--- src/rtl/ring_mac_pe.sv ---
// Ring multiply-accumulate processing element.
// Each valid sample is forwarded to the ring successor one cycle later. It is also
// multiplied by the coefficient for its frame position and added to the accumulator.
// The last position of a frame replaces the pass-through value with the narrowed frame sum.
module ring_mac_pe #(
    parameter int unsigned DATA_W = 16,
    parameter int unsigned ACC_W  = 40,
    parameter int unsigned N      = 4,
    parameter int unsigned SHIFT  = 0,
    parameter bit          SAT    = 1'b1
) (
    input  logic                      clk,
    input  logic                      reset,
    input  logic                      in_valid,
    input  logic signed [DATA_W-1:0]  x_in,
    input  logic signed [DATA_W-1:0]  x_init,
    input  logic                      coef_we,
    input  logic [$clog2(N)-1:0]      coef_addr,
    input  logic signed [DATA_W-1:0]  coef_wdata,
    output logic                      out_valid,
    output logic signed [DATA_W-1:0]  y_out,
    output logic                      y_is_sum,
    output logic                      sat_hit
);

    localparam int unsigned IDX_W = $clog2(N);
    localparam int unsigned PROD_W = 2 * DATA_W;

    localparam logic [IDX_W-1:0] LastIdx = IDX_W'(N - 1);
    localparam logic [IDX_W:0]   NumPos  = (IDX_W + 1)'(N);

    // Clamp bounds expressed at accumulator width so the comparison stays signed.
    localparam logic signed [ACC_W-1:0] MaxVal =
        {{(ACC_W - DATA_W + 1){1'b0}}, {(DATA_W - 1){1'b1}}};
    localparam logic signed [ACC_W-1:0] MinVal = ~MaxVal;

    logic signed [DATA_W-1:0] coef_q [N];
    logic [IDX_W-1:0]         idx_q;
    logic signed [ACC_W-1:0]  acc_q;
    logic signed [DATA_W-1:0] y_q;
    logic                     y_is_sum_q;
    logic                     out_valid_q;
    logic                     sat_hit_q;

    logic signed [DATA_W-1:0] coef_cur;
    logic signed [PROD_W-1:0] prod;
    logic signed [ACC_W-1:0]  sum;
    logic signed [ACC_W-1:0]  shifted;
    logic signed [DATA_W-1:0] narrow_val;
    logic                     narrow_sat;
    logic                     addr_ok;
    logic                     last_pos;

    // Datapath: full-precision product, accumulate, shift and narrow the frame result.
    always_comb begin
        coef_cur   = coef_q[idx_q];
        prod       = x_in * coef_cur;
        sum        = acc_q + {{(ACC_W - PROD_W){prod[PROD_W-1]}}, prod};
        shifted    = sum >>> SHIFT;
        narrow_val = shifted[DATA_W-1:0];
        narrow_sat = 1'b0;
        if (SAT) begin
            if (shifted > MaxVal) begin
                narrow_val = MaxVal[DATA_W-1:0];
                narrow_sat = 1'b1;
            end else if (shifted < MinVal) begin
                narrow_val = MinVal[DATA_W-1:0];
                narrow_sat = 1'b1;
            end
        end
        addr_ok  = ({1'b0, coef_addr} < NumPos);
        last_pos = (idx_q == LastIdx);
    end

    // Coefficient bank: survives reset; out-of-range addresses are dropped.
    // The MAC reads the pre-write value in a write/read collision cycle.
    always_ff @(posedge clk) begin
        if (!reset && coef_we && addr_ok) begin
            coef_q[coef_addr] <= coef_wdata;
        end
    end

    // Frame sequencing: position counter, accumulator and registered ring outputs.
    always_ff @(posedge clk) begin
        if (reset) begin
            idx_q       <= '0;
            acc_q       <= '0;
            y_q         <= x_init;
            y_is_sum_q  <= 1'b0;
            out_valid_q <= 1'b0;
            sat_hit_q   <= 1'b0;
        end else begin
            out_valid_q <= in_valid;
            sat_hit_q   <= 1'b0;
            if (in_valid) begin
                if (last_pos) begin
                    idx_q      <= '0;
                    acc_q      <= '0;
                    y_q        <= narrow_val;
                    y_is_sum_q <= 1'b1;
                    sat_hit_q  <= narrow_sat;
                end else begin
                    idx_q      <= idx_q + 1'b1;
                    acc_q      <= sum;
                    y_q        <= x_in;
                    y_is_sum_q <= 1'b0;
                end
            end
        end
    end

    assign out_valid = out_valid_q;
    assign y_out     = y_q;
    assign y_is_sum  = y_is_sum_q;
    assign sat_hit   = sat_hit_q;

endmodule

--- config.mk ---
export PLATFORM = sky130hd
export DESIGN_NAME = ring_mac_pe
export DESIGN_NICKNAME = d
export VERILOG_FILES = /design/src/rtl/ring_mac_pe.sv
export SDC_FILE = /design/constraint.sdc
export NUM_CORES = 1
export LEC_CHECK = 0
export CAP_MARGIN = 20
export CORE_UTILIZATION = 25
export DETAILED_ROUTE_END_ITERATION = 10
export PLACE_DENSITY = 0.42
export SYNTH_ARGS = -nofsm -noshare
export SYNTH_HDL_FRONTEND = slang
export SYNTH_SLANG_ARGS = --single-unit
--- constraint.sdc ---
create_clock -name clk -period 23.8 [get_ports clk]
set_input_delay 4.76 -clock clk [delete_from_list [all_inputs] [get_ports clk]]
set_output_delay 4.76 -clock clk [all_outputs]
set_load 0.1 [all_outputs]
==> flow_summary.yaml, run 1 <==
worst_setup_path:
  worst_ep_arrival_time_ns: 15.42
  slowest_delay_ns: 0.90
  r2r_setup_slack_ns: 12.21
  required_ns: 23.94
  reg2reg_to: "y_out[2]$_DFFE_PP_"
  worstRegToRegCells: 32
  crit_path_end_kind: "flip-flop"
  critPathLaunchType: "input port"
  crit_slowest_cell: "clkdlybuf4s50_1"
  path_common_cell: "fa_1"
  crit_fanout: 17
  critPathKind: "input port to flip-flop"
yosys:
  syn_area_sq_um: 17700
  synth_edf_count: 80
  ys_top_cells_by_area: "fa_1, edfxtp_1, ha_1"
  synth-async-reset-ratio_pct: 0
  synth_fp_nets: 2298
  yosys_warnings: 0
  synthTopCellsByCount: "inv_1, fa_1, nand2_1, and2_1, ha_1"
  synth.ff_latch_count: 127
  synth.most_common_cell: "inv_1"
  synth_flop_cell: "edfxtp_1"
  synth.avg_cell_area_sq_um: 9.525
  seq_area_frac_synth_pct: 18.89
  synth_top_area_share_pct: 29.75
  ys_types: 89
  syn_inst: 1858
  synth_top_cell_by_area: "fa_1"
clocking:
  cts_resized: 0
  postCtsHoldBufs: 0
  cts_sinks: 127
  cts-htree-levels: 4
  post_cts_buffers: 0
  cts_buffers: 17
  cts_tree: "yes"
  clk_latency_ns: 0.45
  cts_buffer_depth: 2
  clockRootBuffer: "clkbuf_16"
  clkSlewWorstSetupHoldPaths_ns: 0.06
sta:
  clock_skew_ns: 0.02231
  fin_setup_tns_ns: 0
  tightest_slew_ns: 1.019
  fin_crit_ns: 15.28
  final.setup.worst_slack_ns: 8.518
  max-slew-margin-rel_pct: 31.88
  rsz0062_at_grt: "no"
  post-route-period-util_pct: 64.21
  setup_violations: 0
  finalHoldViolations: 0
  drv_slew: 0
  max_clock_freq_mhz: 65.43
placement:
  dp_slack_ns: 7.997
  portBuffers: 72
  gp_congestion: 0.8643
  hpwl_mm: 41.69
detailed_routing:
  vias: 13028
  wl_per_cell_um: 18.38
  drt-vias-per-instance: 4.565
  drt_iter0_markers: 823
  drt_pass1_iterations: 5
  ant_nets: 0
  wirelength_mm: 52.47
  drc: 0
status:
  status: "complete, no violations"
die:
  initial_core_util_pct: 25.27
  die-area_sq_um: 71860
  die-height_um: 268.1
  boundaryPins: 73
  core.rowCount: 97
  core_sq_um: 70030
  die_w_um: 268.1
layout:
  drive_above_1_share_pct: 6.639
  nets: 2340
  syn_to_final_growth_pct: 13.40
min_path:
  holdCritStartpoint: "acc_q[16]$_SDFFE_PP0P_"
  hold-path-endpoint: "acc_q[16]$_SDFFE_PP0P_"
  worstHoldPathCells: 2
  hold_class: "flip-flop to flip-flop"
global_route:
  antenna_found_initial: 1
  gr-usage-all-layers_pct: 15.16
  grt_pass1_wl_mm: 82.12
  grt.overflow.total: 0
  grt_max_degree: 42
  grt_pass1_vias: 13798
job:
  max_cap_violations: 0
through the flow:
stage | cells | instance area (sq um) | utilization [%] | hold WS [ns]
final | 2854 | 20070 | 28.66 | 0.4612
after global routing | 2854 | 20070 | 28.66 | 0.4866
after CTS | 2852 | 20050 | 28.63 | 0.4688
after detailed placement | 2820 | 19430 | 27.74 | 0.4534
after global placement | 2819 | 19410 | 27.72 | 0.4481
after floorplan | 1858 | 17700 | - | 0.4315
logic make-up (layout without fill, tap and decap cells):
kind of cell / Yosys count / after routing / synth area share (%)
and+or+nand+nor: 564 / 564 / 16.08
adders and majority gates: 386 / 386 / 38.45
buffers and inverters: 384 / 439 / 8.512
AOI/OAI and AO/OA: 319 / 319 / 12.90
DFF: 127 / 127 / 18.89
xor gates and xnor gates: 55 / 55 / 2.764
muxes: 23 / 23 / 2.411
other: 0 / 1 / 0
layout make-up:
class | count | area [sq um]
sequential | 127 | 3343
clock inverter | 15 | 197.7
tap | 940 | 1176
antenna | 1 | 2.502
timing repair buffer | 89 | 858.3
inverter | 318 | 1194
fill | 7464 | 49960
multi-input combinational | 1347 | 12870
clock buffer | 17 | 425.4
flip-flops by register name (all words and copies together) (netlist names), named ones only:
register,flops
coef_q,64
out_valid,1
idx_q,2
acc_q,40
y_is_sum,1
y_out,16
sat_hit,1
worst max-delay path: cells and delay by family:
family | cells | cell delay [ns]
AOI/OAI and AO/OA | 12 | 4.28
xor gates and xnor gates | 2 | 0.30
adders and majority gates | 8 | 3.86
buffers and inverters | 5 | 1.09
and+or+nand+nor | 5 | 1.06
layer usage:
metal | vias up | share of wire (%) | track usage, %
met5 | - | 0 | 0
met4 | 0 | 0.62 | 2.162
met3 | 20 | 3.3 | 2.062
met2 | 212 | 48 | 25.28
met1 | 6607 | 48 | 21.21
li1 | 6189 | - | -
how the worst max path moves through the flow:
stage	startpoint	depth (start not counted)	to	slack [ns]
after floorplan	x_in[15]	33	y_out[10]$_DFFE_PP_	10.49
after global placement	x_in[5]	32	y_out[14]$_DFFE_PP_	8.11
after detailed placement	x_in[5]	32	y_out[14]$_DFFE_PP_	8.00
after CTS	x_in[5]	32	y_out[14]$_DFFE_PP_	8.47
after global routing	x_in[5]	32	y_out[2]$_DFFE_PP_	7.82
final	x_in[5]	32	y_out[2]$_DFFE_PP_	8.52
cell usage in the layout, fill, tap and decap left out, types with 10 or more instances in the layout:
cell	count
buf_4	15
o21ai_1	10
nand3_1	24
clkdlybuf4s50_1	71
dfxtp_1	47
a22o_1	28
nand4_1	14
inv_1	318
fa_1	263
nor2b_1	10
and2_1	127
nor3_1	16
xnor2_1	45
nand2_1	187
o21a_1	15
nor2_1	104
ha_1	123
o211ai_1	12
o22ai_2	12
a21o_1	21
edfxtp_1	80
o21ai_0	48
clkbuf_16	17
a21oi_1	78
mux4_2	15
nand2b_1	10
Power of run 1 is left out: the tool's default activity adds up to more than one toggle a clock period on the data nets, which glitch-free logic cannot reach.
==> run 2, diff against run 1 <==
--- a/config.mk
+++ b/config.mk
@@ -8,7 +8,7 @@
 export CAP_MARGIN = 20
 export CORE_UTILIZATION = 25
 export DETAILED_ROUTE_END_ITERATION = 10
-export PLACE_DENSITY = 0.42
+export PLACE_DENSITY = 0.43
 export SYNTH_ARGS = -nofsm -noshare
 export SYNTH_HDL_FRONTEND = slang
 export SYNTH_SLANG_ARGS = --single-unit
==> constraint.sdc (replaced) <==
create_clock -name clk -period 13.5 [get_ports clk]
set_input_delay 2.7 -clock clk [delete_from_list [all_inputs] [get_ports clk]]
set_output_delay 2.7 -clock clk [all_outputs]
set_load 0.1 [all_outputs]
==> flow_summary.yaml, run 2 (synthesis results as in run 1) <==
status:
  status: "complete, no violations"
worst_setup_path:
  critPathKind: "input port to flip-flop"
  worst_ep_arrival_time_ns: 12.86
  cpLargestDelayFamily: "compound AO/OA/AOI/OAI gates"
  crit_slowest_cell: "clkdlybuf4s50_1"
  required_ns: 13.67
  crit_path_end_kind: "flip-flop"
  critPathLaunchType: "input port"
  worst-path-buf-inv: 7
  worstSetupStartpoint: "x_in[5]"
  path_common_cell: "fa_1"
  crit_fanout: 13
  slowest_delay_ns: 0.73
sta:
  setup_violations: 0
  final.setup.worst_slack_ns: 0.8086
  fin_crit_ns: 12.69
  finalHoldViolations: 0
  drv_slew: 0
  max-slew-margin-rel_pct: 31.92
  tightest_slew_ns: 1.018
  fin_setup_tns_ns: 0
  clock_skew_ns: 0.02328
  max_clock_freq_mhz: 78.79
  post-route-period-util_pct: 94.01
  rsz0062_at_grt: "no"
clocking:
  cts_buffers: 17
  cts_buffer_depth: 2
  clk_latency_ns: 0.44
  cts_resized: 0
  post_cts_buffers: 0
  clkSlewWorstSetupHoldPaths_ns: 0.06
  cts_tree: "yes"
  clockRootBuffer: "clkbuf_16"
  postCtsHoldBufs: 0
  cts_sinks: 127
  cts-htree-levels: 4
global_route:
  gr-usage-all-layers_pct: 15.63
  antenna_found_initial: 3
  grt_pass1_vias: 13850
  grt_pass1_wl_mm: 84.53
  grt.overflow.total: 0
  grt_max_degree: 42
detailed_routing:
  drt_iter0_markers: 813
  drc: 0
  drt-vias-per-instance: 4.649
  vias: 13314
  wirelength_mm: 54.39
  drt_pass1_iterations: 5
  wl_per_cell_um: 18.99
  ant_nets: 0
layout:
  layout.cells.non_filler: 2864
  top_register: "coef_q"
  largest_reg_flops: 64
  nets: 2349
  final_cell_mix: "inv_1, fa_1, nand2_1"
  mostFrequentLayoutCell: "inv_1"
  syn_to_final_growth_pct: 13.70
  drive_above_1_share_pct: 7.024
die:
  initial_core_util_pct: 25.27
  die-height_um: 268.1
  die-area_sq_um: 71860
  boundaryPins: 73
  core.rowCount: 97
  core_sq_um: 70030
  die_w_um: 268.1
placement:
  dp_slack_ns: 0.4104
  gp_congestion: 0.8736
  placedCellCount: 2830
  portBuffers: 72
  hpwl_mm: 43.68
min_path:
  holdCritStartpoint: "acc_q[23]$_SDFFE_PP0P_"
  hold_class: "flip-flop to flip-flop"
job:
  max_cap_violations: 0
-- run 2: final cells by class --
cell class              count  area, sq um
diodes                      2        5.005
clock buffers              17        425.4
clock inverters            15        192.7
fillers                  7435        49910
inverters                 318         1194
multi-input cells        1347        12870
flip-flops and latches    127         3343
well taps                 940         1176
repair buffers             98        918.4
-- run 2: path summary, 6_finish.rpt --
path,endpoint,slack (ns),cells past startpoint
max,y_out[3]$_DFFE_PP_,0.81,32
min reg2reg,acc_q[23]$_SDFFE_PP0P_,0.47,2
min,acc_q[23]$_SDFFE_PP0P_,0.47,2
max reg2reg,y_out[3]$_DFFE_PP_,2.41,31
-- run 2: worst reg2reg max path, delay by kind of cell, from the launching register on --
kind / cells / cell delay [ns]
mux: 1 / 0.69
compound gates: 13 / 4.10
buf+inv: 5 / 0.49
simple gates: 3 / 0.67
flops: 1 / 0.86
fa+ha+maj: 8 / 3.79
xor+xnor: 1 / 0.20
-- run 2: stage by stage --
step	instance area (sq um)	utilization (%)	hold slack, ns
after CTS	20120	28.73	0.4692
final	20120	28.73	0.4659
after global placement	19480	27.82	0.4483
after floorplan	17700	-	0.4315
after global routing	20120	28.73	0.4980
after detailed placement	19500	27.84	0.4547
-- run 2: routing by layer --
layer	track usage (%)	vias up	part of all wire (%)
met1	21.46	6816	47
met5	0	-	0.015
li1	-	6219	-
met4	3.104	2	1.2
met2	26.15	243	48
met3	2.126	34	3.5
Power of run 2 is left out for the same reason.
==> run 3, diff against run 2 <==
--- a/config.mk
+++ b/config.mk
@@ -7,6 +7,7 @@
 export LEC_CHECK = 0
 export CAP_MARGIN = 20
 export CORE_UTILIZATION = 25
+export CTS_BUF_LIST = sky130_fd_sc_hd__clkbuf_8 sky130_fd_sc_hd__clkbuf_16
 export DETAILED_ROUTE_END_ITERATION = 10
 export PLACE_DENSITY = 0.43
 export SYNTH_ARGS = -nofsm -noshare
==> results of run 3 <==
Final layout, timing and power as in run 2 (identical DEF).
Power of run 3 is left out for the same reason.
